## config.mk

```make
export PLATFORM = sky130hd
export DESIGN_NAME = mem_request_ctrl_flat
export DESIGN_NICKNAME = d
export VERILOG_FILES = /design/src/rtl/mem_request_ctrl_pkg.sv /design/src/rtl/mem_request_ctrl_if.sv /design/src/rtl/mem_request_ctrl_ext.sv /design/src/rtl/mem_request_ctrl.sv /design/src/flat_wrapper.sv
export SDC_FILE = /design/constraint.sdc
export NUM_CORES = 1
export LEC_CHECK = 0
export ABC_CLOCK_PERIOD_IN_PS = 5400
export BUFFER_PORTS_ARGS = -buffer_cell sky130_fd_sc_hd__buf_2
export CORE_MARGIN = 3
export CORE_UTILIZATION = 43
export CTS_CLUSTER_SIZE = 40
export DETAILED_ROUTE_END_ITERATION = 16
export PLACE_DENSITY = 0.74
export SKIP_LAST_GASP = 1
export SYNTH_ARGS = -nofsm -noshare
export SYNTH_HDL_FRONTEND = slang
export SYNTH_SLANG_ARGS = --single-unit
```

## constraint.sdc

```tcl
create_clock -name clk -period 5.4 [get_ports clk]
set_input_delay 1.35 -clock clk [delete_from_list [all_inputs] [get_ports clk]]
set_output_delay 1.35 -clock clk [all_outputs]
set_load 0.05 [all_outputs]
```

## src/rtl/mem_request_ctrl_pkg.sv

```systemverilog
// Shared types and helpers for the memory request front-end and its load extender.
// Purely declarative: no logic, no latency, no flow control of its own.
package mem_pkg;

    localparam logic [1:0] SIZE_BYTE = 2'd0;
    localparam logic [1:0] SIZE_HALF = 2'd1;
    localparam logic [1:0] SIZE_WORD = 2'd2;

    localparam logic RW_READ  = 1'b1;
    localparam logic RW_WRITE = 1'b0;

    typedef enum logic [2:0] {
        ST_IDLE,
        ST_ISSUE,
        ST_STROBE,
        ST_GAP,
        ST_WAIT,
        ST_DONE
    } state_t;

    function automatic logic misaligned(input logic [1:0] size, input logic [8:0] addr);
        logic bad;
        case (size)
            SIZE_BYTE: bad = 1'b0;
            SIZE_HALF: bad = addr[0];
            SIZE_WORD: bad = (addr[1:0] != 2'b00);
            default:   bad = 1'b1;
        endcase
        return bad;
    endfunction

    function automatic logic [31:0] store_mask(input logic [1:0] size, input logic [31:0] wdata);
        logic [31:0] m;
        case (size)
            SIZE_BYTE: m = {24'b0, wdata[7:0]};
            SIZE_HALF: m = {16'b0, wdata[15:0]};
            default:   m = wdata;
        endcase
        return m;
    endfunction

endpackage

```

## src/rtl/mem_request_ctrl_if.sv

```systemverilog
// CPU-side request/response bundle: master is the control unit, slave is the controller.
// One request outstanding at a time; busy/done replace a ready handshake.
interface mem_request_ctrl_if;
    logic        mfa;
    logic        rw;
    logic [1:0]  size;
    logic        sign_ext;
    logic [8:0]  addr;
    logic [31:0] wdata;
    logic        busy;
    logic        done;
    logic [31:0] rdata;
    logic        align_err;
    logic        tmo_err;

    modport master (
        output mfa, rw, size, sign_ext, addr, wdata,
        input  busy, done, rdata, align_err, tmo_err
    );

    modport slave (
        input  mfa, rw, size, sign_ext, addr, wdata,
        output busy, done, rdata, align_err, tmo_err
    );
endinterface

```

## src/rtl/mem_request_ctrl_ext.sv

```systemverilog
// Load-data extender: byte/halfword sign or zero extension, word passthrough.
// Combinational, zero latency, no backpressure.
module mem_load_ext
    import mem_pkg::*;
(
    input  logic [1:0]  size,
    input  logic        sign_ext,
    input  logic [31:0] raw,
    output logic [31:0] ext
);

    always_comb begin
        ext = raw;
        case (size)
            SIZE_BYTE: ext = {{24{sign_ext & raw[7]}}, raw[7:0]};
            SIZE_HALF: ext = {{16{sign_ext & raw[15]}}, raw[15:0]};
            default:   ext = raw;
        endcase
    end

endmodule

```

## src/rtl/mem_request_ctrl.sv

```systemverilog
// Single-outstanding RAM request sequencer: alignment check, clean Enable edge, MOC wait with timeout.
// Latency 5 cycles minimum (misaligned: 1); mfa is only sampled in IDLE, never queued.
module mem_request_ctrl
    import mem_pkg::*;
#(
    parameter int TIMEOUT_CYCLES = 16
) (
    input  logic                clk,
    input  logic                reset,
    mem_request_ctrl_if.slave   cpu,
    output logic                ram_enable,
    output logic                ram_rw,
    output logic [8:0]          ram_addr,
    output logic [31:0]         ram_wdata,
    output logic [1:0]          ram_mode,
    input  logic                ram_moc,
    input  logic [31:0]         ram_rdata
);

    localparam logic [7:0] TMO_LAST = 8'(TIMEOUT_CYCLES - 1);

    state_t      state;
    logic [7:0]  cnt;
    logic        moc_q;
    logic        req_sext;
    logic        busy_q;
    logic        done_q;
    logic        align_err_q;
    logic        tmo_err_q;
    logic [31:0] rdata_q;
    logic [31:0] ext_dat;

    mem_load_ext u_ext (
        .size     (ram_mode),
        .sign_ext (req_sext),
        .raw      (ram_rdata),
        .ext      (ext_dat)
    );

    assign cpu.busy      = busy_q;
    assign cpu.done      = done_q;
    assign cpu.rdata     = rdata_q;
    assign cpu.align_err = align_err_q;
    assign cpu.tmo_err   = tmo_err_q;

    always_ff @(posedge clk) begin
        if (reset) begin
            state       <= ST_IDLE;
            cnt         <= '0;
            moc_q       <= 1'b0;
            req_sext    <= 1'b0;
            busy_q      <= 1'b0;
            done_q      <= 1'b0;
            align_err_q <= 1'b0;
            tmo_err_q   <= 1'b0;
            rdata_q     <= '0;
            ram_enable  <= 1'b0;
            ram_rw      <= 1'b0;
            ram_addr    <= '0;
            ram_wdata   <= '0;
            ram_mode    <= '0;
        end else begin
            moc_q       <= ram_moc;
            done_q      <= 1'b0;
            align_err_q <= 1'b0;
            tmo_err_q   <= 1'b0;
            case (state)
                ST_IDLE: begin
                    ram_enable <= 1'b0;
                    if (cpu.mfa) begin
                        busy_q   <= 1'b1;
                        req_sext <= cpu.sign_ext;
                        if (misaligned(cpu.size, cpu.addr)) begin
                            // Rejected requests never touch the RAM-facing registers.
                            state       <= ST_DONE;
                            done_q      <= 1'b1;
                            align_err_q <= 1'b1;
                        end else begin
                            state     <= ST_ISSUE;
                            ram_rw    <= cpu.rw;
                            ram_addr  <= cpu.addr;
                            ram_mode  <= cpu.size;
                            ram_wdata <= store_mask(cpu.size, cpu.wdata);
                        end
                    end
                end
                ST_ISSUE: begin
                    ram_enable <= 1'b1;
                    state      <= ST_STROBE;
                end
                ST_STROBE: begin
                    cnt   <= '0;
                    state <= ST_GAP;
                end
                ST_GAP: begin
                    state <= ST_WAIT;
                end
                ST_WAIT: begin
                    if (moc_q) begin
                        if (ram_rw == RW_READ) begin
                            rdata_q <= ext_dat;
                        end
                        ram_enable <= 1'b0;
                        done_q     <= 1'b1;
                        state      <= ST_DONE;
                    end else if (cnt == TMO_LAST) begin
                        ram_enable <= 1'b0;
                        done_q     <= 1'b1;
                        tmo_err_q  <= 1'b1;
                        state      <= ST_DONE;
                    end else begin
                        cnt <= cnt + 8'd1;
                    end
                end
                ST_DONE: begin
                    busy_q <= 1'b0;
                    state  <= ST_IDLE;
                end
                default: begin
                    ram_enable <= 1'b0;
                    busy_q     <= 1'b0;
                    state      <= ST_IDLE;
                end
            endcase
        end
    end

endmodule
```

## src/flat_wrapper.sv

```systemverilog
// flat-port wrapper written by rule: the top's interface ports become plain ports
module mem_request_ctrl_flat import mem_pkg::*;
#(
    parameter int TIMEOUT_CYCLES = 16
)
  (clk, reset, ram_enable, ram_rw, ram_addr, ram_wdata, ram_mode, ram_moc, ram_rdata, cpu_mfa, cpu_rw, cpu_size, cpu_sign_ext, cpu_addr, cpu_wdata, cpu_busy, cpu_done, cpu_rdata, cpu_align_err, cpu_tmo_err);
  mem_request_ctrl_if cpu_i ();
  input  logic clk;
  input  logic reset;
  output logic ram_enable;
  output logic ram_rw;
  output logic [8:0] ram_addr;
  output logic [31:0] ram_wdata;
  output logic [1:0] ram_mode;
  input  logic ram_moc;
  input  logic [31:0] ram_rdata;
  input wire logic [$bits(cpu_i.mfa)-1:0] cpu_mfa;
  input wire logic [$bits(cpu_i.rw)-1:0] cpu_rw;
  input wire logic [$bits(cpu_i.size)-1:0] cpu_size;
  input wire logic [$bits(cpu_i.sign_ext)-1:0] cpu_sign_ext;
  input wire logic [$bits(cpu_i.addr)-1:0] cpu_addr;
  input wire logic [$bits(cpu_i.wdata)-1:0] cpu_wdata;
  output wire logic [$bits(cpu_i.busy)-1:0] cpu_busy;
  output wire logic [$bits(cpu_i.done)-1:0] cpu_done;
  output wire logic [$bits(cpu_i.rdata)-1:0] cpu_rdata;
  output wire logic [$bits(cpu_i.align_err)-1:0] cpu_align_err;
  output wire logic [$bits(cpu_i.tmo_err)-1:0] cpu_tmo_err;
  assign cpu_i.mfa = cpu_mfa;
  assign cpu_i.rw = cpu_rw;
  assign cpu_i.size = cpu_size;
  assign cpu_i.sign_ext = cpu_sign_ext;
  assign cpu_i.addr = cpu_addr;
  assign cpu_i.wdata = cpu_wdata;
  assign cpu_busy = cpu_i.busy;
  assign cpu_done = cpu_i.done;
  assign cpu_rdata = cpu_i.rdata;
  assign cpu_align_err = cpu_i.align_err;
  assign cpu_tmo_err = cpu_i.tmo_err;
  mem_request_ctrl #(.TIMEOUT_CYCLES(TIMEOUT_CYCLES)) u_core (.clk(clk), .reset(reset), .cpu(cpu_i), .ram_enable(ram_enable), .ram_rw(ram_rw), .ram_addr(ram_addr), .ram_wdata(ram_wdata), .ram_mode(ram_mode), .ram_moc(ram_moc), .ram_rdata(ram_rdata));
endmodule
```

==> results of run 1 <==
per-stage QoR:
stage / setup WS, ns / cells / cell area, um2 / power [uW] / hold WS [ns]
CTS: 2.12 / 696 / 4700 / 1480 / 0.456
finish: 2.12 / 696 / 4700 / 1470 / 0.452
global placement: 1.85 / 680 / 4490 / 987 / 0.435
detailed placement: 1.77 / 680 / 4490 / 991 / 0.442
global route: 1.91 / 696 / 4700 / 1540 / 0.470
floorplan: 2.75 / 448 / 3690 / 921 / 0.471
per-layer routing:
layer,vias to the layer above,global-route usage (%)
met5,-,0
met4,2,5.88
met3,8,6.51
met2,127,30.6
met1,1661,24.6
li1,1808,-
power by group:
group | switching, uW | internal [uW] | total, uW
registers | 27.6 | 718 | 746
clock network | 256 | 235 | 491
logic | 156 | 72.3 | 228
cells by family (layout without fill, tap and decap cells):
group           Yosys count  after routing  synth area share, %
compound gates          105            105                 17.6
xor+xnor                  1              1                0.238
fa+ha+maj                 1              1                0.339
buf+inv                  39            182                 4.58
flops                    94             94                 51.0
mux                       4              4                 1.09
simple gates            204            204                 25.1
registers in the layout (all words and copies together) (netlist names):
name	flops
u_core.cpu.rdata	32
u_core.ram_wdata	32
u_core.ram_addr	9
u_core.cnt	8
u_core.state	3
u_core.ram_mode	2
u_core.cpu.align_err	1
u_core.cpu.busy	1
u_core.cpu.done	1
u_core.cpu.tmo_err	1
u_core.moc_q	1
u_core.ram_enable	1
u_core.ram_rw	1
u_core.req_sext	1
final timing paths:
check,start,end,slack (ns),cells past startpoint
hold / removal,u_core.ram_wdata[12]$_SDFFE_PP0P_,u_core.ram_wdata[12]$_SDFFE_PP0P_,0.45,2
hold reg to reg,u_core.ram_wdata[12]$_SDFFE_PP0P_,u_core.ram_wdata[12]$_SDFFE_PP0P_,0.45,2
setup reg to reg,u_core.state[0]$_SDFFE_PP0P_,u_core.ram_wdata[28]$_SDFFE_PP0P_,2.66,5
setup / recovery,cpu_mfa,u_core.ram_wdata[28]$_SDFFE_PP0P_,2.12,6
placed cells by master, fill, tap and decap left out, types with 2 or more instances in the layout:
cell type,n
or2_2,2
nor3b_1,3
a21oi_1,58
nor3_1,4
mux2i_1,4
nand2_1,111
o211ai_1,2
nor2_1,34
or3b_1,2
nand3_1,30
nand2b_1,2
and3_1,3
dfxtp_1,94
clkbuf_8,10
a31oi_1,4
a211oi_1,25
or3_1,2
inv_6,4
o21ai_0,4
buf_2,161
buf_4,2
a41oi_1,2
inv_1,3
critical path: cells and delay by family:
kind / cells / cell delay (ns)
simple gates: 2 / 0.63
buf+inv: 2 / 0.44
compound gates: 2 / 1.12
cell type report:
class | instances | area, um2
clock buffers | 10 | 138
multi-input cells | 315 | 1650
fillers | 779 | 3550
clock inverters | 6 | 73.8
inverters | 3 | 11.3
flip-flops and latches | 94 | 1880
repair buffers | 163 | 821
well taps | 105 | 131
==> metrics, run 1 <==
RD Place Congestion slightly below 0.9; clk buf depth 2; max_cap viols 0; Yosys warnings 0; Netlist cell types 46; CP Cell Sequence buf_2, nor4b_2, o21a_1, buf_4, nand3_1, a21oi_1; Hold Vio Cnt, Final 0; first-pass GRT wire length between 15 and 20 mm; Chip Height between 90 and 100 um; cells after synthesis ~450; status completed; Critical Setup Path Class in2reg; CTS resizes 0; DRT iter0 DRCs ~150; clock root buffer clkbuf_8; Clock Latency Late Sink roughly 0.35 ns; final worst path period share 60.8%; mean post-synth cell area approximately 8.2 um2; top_reg_cell synth dfxtp_1; Post-CTS Setup Inserts 0; Core Util, Final ~57%; Max Slew Vio Count 0; min cycle time layout about 3.3 ns; IO Port Bufs approximately 160; vias in the first global route around 3.3k; Synth top area share ~50%; hpwl dp approximately 6.6 mm; Max VDD drop approximately 0.21 mV; full die area 9720 um2; Sink Count 94; Starting Density between 40% and 50%; FMAX a little over 300 MHz; RSZ-0062 raised after global routing no; endpoint class of the critical path flip-flop; Die Width between 90 and 100 um; initial antenna violation count 1; Reg clk slew, reported paths 0.10 ns; Setup Total Neg Slack 0 ns; Yosys top cell by area dfxtp_1; DR WL/cell between 10 and 15 um; Crit Path Max Fanout 33; Worst Max-Slew Pin Slew around 1.1 ns; pin count of the biggest net entering global routing 91; Num CTS Buffers 9; static leakage slightly below 0.002 uW; DR WL met3 ~790 um; post-synthesis register bit count 94; H-tree depth reported by CTS 3; Final setup viols 0; share of cells above drive strength 1 roughly a third; DRT Wirelength between 9 and 10 mm; synth cell count leaders nand2_1 (111), dfxtp_1 (94), a21oi_1 (58); met2 wire length about 4.3 mm; Nets 668; slew margin rel. between 20% and 30%; ANT cells 0; total grt overflow 0; Hold Path Class reg2reg; total global-route track usage about a fifth; EDFF count, synth 0; power density over the cells 311 nW/um2; CORE AREA roughly 8300 um2; Final Skew 0.0149 ns; CTS tree built; # DRC 0; cts hold-fix bufs 0; remaining antenna violation count 0; Via density about 5.2; syn nets 530; CP startpoint kind input port; Synth async-reset ratio 0%; CP max stage delay roughly 0.95 ns; count leader, synth nand2_1; post-synthesis sequential area ratio approximately 50%; Crit path arrival time approximately 3.6 ns; Layout area overhead 27.6%; Required @ worst endpoint ~5.7 ns; top cells by area, synth dfxtp_1 (51%), nand2_1 (11%), a21oi_1 (7.9%), a211oi_1 (5.1%), nand3_1 (4.1%); slowest CP cell o21a_1; via count approximately 3.6k; Mapped Area between 3000 and 4000 um2; DR pass1 iterations 4; top layer in use met5; Cell Rows 33; I/O pin total between 150 and 200; wl on met1 roughly 4.3 mm
Power figures use the tool's default switching activity.
==> run 2, diff against run 1 <==
Settings changed: ABC_CLOCK_PERIOD_IN_PS 5400 to 2800, CORE_UTILIZATION 43 to 42, PLACE_DENSITY 0.74 to 0.75.
Clock period 5.4 ns to 2.8 ns, I/O delays scaled along.
==> run 2 against run 1 <==
  * Sequential cell count unchanged
  * Utilization decreased by 0.89 points
  * Sequential power increased by 93%
  * Clock skew decreased by 0.0072 ns
  * Critical path depth decreased by 2
  * Design area about the same
  * Sequential share of layout area about the same
  * Power increased by 80%
==> metrics, run 2 (synthesized netlist as in run 1, its figures left out) <==
worst reg2reg path startpoint u_core.state[2]$_SDFFE_PP0P_; setup ws final 0.753 ns (-1.36 ns); min cycle time layout around 2 ns; Via density 5.19 (+0.23%); cts hold-fix bufs 0 (unchanged); initial antenna violation count 0 (-1); Critical Setup Path Class reg2reg; DRT Wirelength 9.97 mm (+5.5%); R2R Path End u_core.cpu.rdata[18]$_SDFFE_PP0P_; FF-to-FF setup slack 0.75 ns (-1.91 ns); Hold Path Class reg2reg; first-pass GRT wire length 16.1 mm (+3.4%); RD Place Congestion 0.828 (-4.1%); pin count of the biggest net entering global routing 62 (-32%); Setup crit start u_core.state[2]$_SDFFE_PP0P_; Worst Max-Slew Pin Slew 0.636 ns (-0.499 ns); remaining antenna violation count 0 (unchanged); CP Buf/Inv Count 0 (-2); Max Slew Vio Count 0 (unchanged); Setup Total Neg Slack 0 ns (unchanged); Final setup viols 0 (unchanged); Layout area overhead 27.5% (about the same); vias in the first global route 3403 (+3.1%); H-tree depth reported by CTS 3 (unchanged); R2R depth 4 (-1); max_cap viols 0 (unchanged); hold path start u_core.ram_wdata[29]$_SDFFE_PP0P_; IO Port Bufs 161 (unchanged); Die Width 99.7 um (+1.1%); CTS resizes 0 (unchanged); Required @ worst endpoint 2.99 ns (-2.68 ns); clk buf depth 2 (unchanged); Cell Rows 33 (unchanged); power density over the cells 561 nW/um2 (+80%); Chip Height 99.7 um (+1.1%); CORE AREA 8380 um2 (+1.5%); clock root buffer clkbuf_8; DR WL/cell 14.2 um (+4.9%); status completed; Placement Setup Slack 0.542 ns (-1.22 ns); FMAX ~490 MHz; CTS tree built; Post-CTS Setup Inserts 0 (unchanged); Max VDD drop 0.265 mV (+25%); DR pass1 iterations 6 (+2); CP max stage delay 0.62 ns (-0.33 ns); WP depth 4 (-2); I/O pin total 162 (unchanged); Hold Vio Cnt, Final 0 (unchanged); ANT cells 0 (unchanged); Num CTS Buffers 9 (unchanged); slew margin rel. 57.6% (+33 points); Critical Path Sink u_core.cpu.rdata[18]$_SDFFE_PP0P_; Crit Path Max Fanout 17 (-48%); static leakage 0.00198 uW (+0.50%); share of cells above drive strength 1 32.4% (+0.29 points); Clock Latency Late Sink 0.34 ns (about the same); RSZ-0062 raised after global routing no; Starting Density 44.0% (-0.66 points); Finished Cell Area 4700 um2 (about the same); CP startpoint kind flip-flop; final worst path period share approximately three quarters; hpwl dp 7.23 mm (+10%); Nets 675 (+1.0%); Final Power 2640 uW (+80%); Sink Count 94 (unchanged); CP Cell Sequence nor3b_2, nand3_1, nor2_2, a211oi_1; total global-route track usage 19.9% (+0.77 points); via count 3635 (+0.80%); # DRC 0 (unchanged); slowest CP cell dfxtp_1; endpoint class of the critical path flip-flop; total grt overflow 0 (unchanged); DRT iter0 DRCs 143 (-2.1%); post-placement cell area 4560 um2 (+1.4%); Final Skew 0.00774 ns (-0.00719 ns); most common cell after layout, fill and taps aside buf_2; Reg clk slew, reported paths 0.08 ns (-0.02 ns); most frequent cells in the layout buf_2 (161), nand2_1 (111), dfxtp_1 (94), a21oi_1 (58), nor2_1 (34); Crit path arrival time 2.24 ns (-1.31 ns); full die area 9940 um2 (+2.2%); CP delay by family, top simple AND/OR/NAND/NOR gates
[run 2: cell types whose count changed in the layout (fill, tap and decap cells not counted), sizes merged]
cell	previous run	this run
buf	163	170
inv	7	3
bufinv	1	0
clkinv	1	3
[run 2: layout make-up]
cell class / instances / area (um2)
Timing Repair Buffer: 170 / 886
Clock inverter: 3 / 15.0
Inverter: 3 / 11.3
Tap cell: 105 / 131
Clock buffer: 10 / 128
Fill cell: 786 / 3680
Sequential cell: 94 / 1880
Multi-Input combinational cell: 315 / 1650
[run 2: worst reg2reg max path, cell delays in order, from the launching register on]
cell,delay [ns]
dfxtp_1,0.62
nor3b_2,0.31
nand3_1,0.22
nor2_2,0.57
a211oi_1,0.18
[run 2: how the worst min path moves through the flow]
stage / end / slack [ns] / cells past startpoint
floorplan: u_core.cnt[7]$_SDFFE_PP0P_ / 0.47 / 1
global placement: u_core.ram_wdata[31]$_SDFFE_PP0P_ / 0.44 / 2
CTS: u_core.ram_wdata[29]$_SDFFE_PP0P_ / 0.46 / 2
global route: u_core.ram_wdata[11]$_SDFFE_PP0P_ / 0.47 / 2
finish: u_core.ram_wdata[29]$_SDFFE_PP0P_ / 0.46 / 2
detailed placement: u_core.ram_wdata[11]$_SDFFE_PP0P_ / 0.44 / 2
[run 2: through the flow]
step | hold WS, ns | utilization [%] | cells
global placement | 0.435 | 54.4 | 687
finish | 0.457 | 56.1 | 700
floorplan | 0.471 | - | 448
CTS | 0.458 | 56.1 | 700
detailed placement | 0.444 | 54.4 | 687
global route | 0.470 | 56.1 | 700
[run 2: power by group]
group / switching [uW] / internal [uW] / leakage (uW)
Sequential: 51.6 / 1390 / 0.000761
Clock: 435 / 305 / 0.0000776
Combinational: 309 / 151 / 0.00114
Total: 795 / 1840 / 0.00198
[run 2: layer usage]
metal | vias to the layer above | part of all wire, % | track usage, %
met5 | - | 0 | 0
met4 | 0 | 1.4 | 7.25
met3 | 13 | 8.2 | 5.05
met2 | 143 | 47 | 32.7
met1 | 1657 | 43 | 25.3
li1 | 1822 | - | -
==> run 3, diff against run 2 <==
Settings changed: ABC_CLOCK_PERIOD_IN_PS 2800 to 2000, CORE_UTILIZATION 42 to 43, PLACE_DENSITY 0.75 to 0.74.
Clock period 2.8 ns to 2 ns, I/O delays scaled along.
==> run 3 against run 2 <==
  * Via count fell by 0.52%
  * First-iteration DRC count unchanged
  * Combinational power grew 43%
  * Clock-buffer cell count decreased by 1
  * Global-route usage shrank 0.17 points
  * Sequential power rose by 39%
  * Critical endpoint is now u_core.cnt[6]$_SDFFE_PP0P_
  * Largest cell class unchanged
==> metrics, run 3 (synthesized netlist as in run 1, its figures left out) <==
Nets 680 (+0.74%); min cycle time layout 1.80 ns (-0.246 ns); pin count of the biggest net entering global routing 49 (-21%); vias in the first global route 3493 (+2.6%); CTS resizes 0 (unchanged); Post-CTS Setup Inserts 0 (unchanged); max_cap viols 0 (unchanged); IO Port Bufs 161 (unchanged); initial antenna violation count 1 (+1); Via density 5.11 (-1.6%); CP max stage delay 0.50 ns (-0.12 ns); most frequent cells in the layout buf_2 (161), nand2_1 (111), dfxtp_1 (94), a21oi_1 (58), nor2_1 (34); Crit path arrival time 2.04 ns (-0.20 ns); Final setup viols 0 (unchanged); Final Skew 0.0127 ns (+0.00498 ns); Switch Pwr 1180 uW (+49%); Fillers 766 (-2.5%); # DRC 0 (unchanged); Reg clk slew, reported paths 0.10 ns (+0.02 ns); switching share of power 29.2% (-0.93 points); ANT cells 0 (unchanged); first-pass GRT wire length 16.0 mm (-0.17%); Layout area overhead 31.0%; CP Buf/Inv Count 0 (unchanged); Max VDD drop 0.419 mV (+58%); total global-route track usage 19.8% (-0.17 points); slew margin rel. 29.7% (-28 points); clock power share 34.3% (+6.3 points); hpwl dp 6.78 mm (-6.3%); Clock Latency Late Sink 0.35 ns (about the same); CP delay by family, top simple AND/OR/NAND/NOR gates; CORE AREA 8260 um2 (-1.5%); Starting Density 44.7% (+0.66 points); full die area 9720 um2 (-2.2%); total grt overflow 0 (unchanged); Hold Vio Cnt, Final 0 (unchanged); endpoint class of the critical path flip-flop; DR WL/cell 13.6 um (-4.8%); share of cells above drive strength 1 33.5% (+1.1 points); CP startpoint kind flip-flop; CTS tree built; I/O pin total 162 (unchanged); GRT busiest layer met2; Crit Path Max Fanout 12 (-5); FMAX 555 MHz (+14%); Critical Setup Path Class reg2reg; RD Place Congestion 0.823 (-0.63%); Cell Rows 33 (unchanged); CP Cell Sequence or3b_1, a211oi_1, or3_4, a31oi_1; met3 GRT Util 7.93% (+2.9 points); power density over the cells 837 nW/um2 (+49%); DR pass1 iterations 4 (-2); status completed; final worst path period share 90.1% (+17 points); part of the power in registers 49.4% (-5.1 points); Hold Path Class in2reg; Final Non-Filler Cells 708 (+1.1%); RSZ-0062 raised after global routing no; Die Width 98.6 um (-1.1%); share of total power in combinational logic 16.2% (-1.3 points); Sink Count 94 (unchanged); Int Power 2860 uW (+55%); Required @ worst endpoint 2.24 ns (-0.75 ns); met1 Use GR 25.2% (-0.11 points); clock root buffer clkbuf_8; DRT iter0 DRCs 143 (unchanged); H-tree depth reported by CTS 3 (unchanged); remaining antenna violation count 0 (unchanged); Num CTS Buffers 9 (unchanged); clk buf depth 2 (unchanged); Max Slew Vio Count 0 (unchanged); Chip Height 98.6 um (-1.1%); static leakage 0.00203 uW (+2.7%); DRT Wirelength 9.60 mm (-3.7%); most common cell after layout, fill and taps aside buf_2; Worst Max-Slew Pin Slew 1.05 ns (+0.414 ns); via count 3616 (-0.52%); Setup Total Neg Slack 0 ns (unchanged); cts hold-fix bufs 0 (unchanged); slowest CP cell or3b_1; Placed Cells 692 (+0.73%); met2 usage 31.6% (-1.1 points)
[run 3: final timing paths]
check                                                  startpoint                                end  slack, ns  depth (start not counted)
worst max-delay path                 u_core.state[0]$_SDFFE_PP0P_         u_core.cnt[6]$_SDFFE_PP0P_       0.20                          4
worst min-delay path                                  cpu_addr[4]    u_core.ram_addr[4]$_SDFFE_PP0P_       0.38                          3
worst max register to register       u_core.state[0]$_SDFFE_PP0P_         u_core.cnt[6]$_SDFFE_PP0P_       0.20                          4
worst min register to register  u_core.ram_wdata[17]$_SDFFE_PP0P_  u_core.ram_wdata[17]$_SDFFE_PP0P_       0.45                          2
[run 3: worst min-delay path, stage by stage]
cell	delay, ns
buf_2	0.10
nand2_1	0.04
a21oi_1	0.05
[run 3: per-layer routing]
layer	up-vias	wire, um	share of wire [%]
li1	1825	-	-
met1	1659	4280	45
met2	119	4390	46
met3	11	823	8.6
met4	2	90	0.94
met5	-	10	0.10
[run 3: area by class of cell]
| type | instances | area [um2] | area share, % |
|---|---|---|---|
| Clock inverter | 7 | 97.6 | 2.02 |
| Timing Repair Buffer | 175 | 936 | 19.4 |
| Tap cell | 105 | 131 | 2.72 |
| Inverter | 3 | 11.3 | 0.233 |
| Multi-Input combinational cell | 315 | 1650 | 34.1 |
| Sequential cell | 94 | 1880 | 39.0 |
| Clock buffer | 9 | 124 | 2.56 |
[run 3: power by group through the flow]
| stage | clock network [uW] | logic (uW) | registers, uW |
|---|---|---|---|
| 2_1_floorplan | 0 | 273 | 2220 |
| 6_report | 1390 | 656 | 2000 |
| 3_5_place_dp | 0 | 656 | 2040 |
| 3_3_place_gp | 0 | 644 | 2040 |
| 4_1_cts | 1430 | 659 | 2000 |
| 5_1_grt | 1510 | 717 | 2010 |
[run 3: stage by stage]
stage	cell area [um2]	power [uW]	hold slack, ns	worst slack [ns]	utilization (%)
after CTS	4830	4090	0.354	0.210	58.5
after detailed placement	4610	2700	0.442	0.0140	55.8
after global placement	4610	2690	0.436	0.0998	55.8
after global routing	4830	4240	0.351	0.0741	58.5
final	4830	4040	0.376	0.199	58.5
after floorplan	3690	2490	0.471	0.196	-
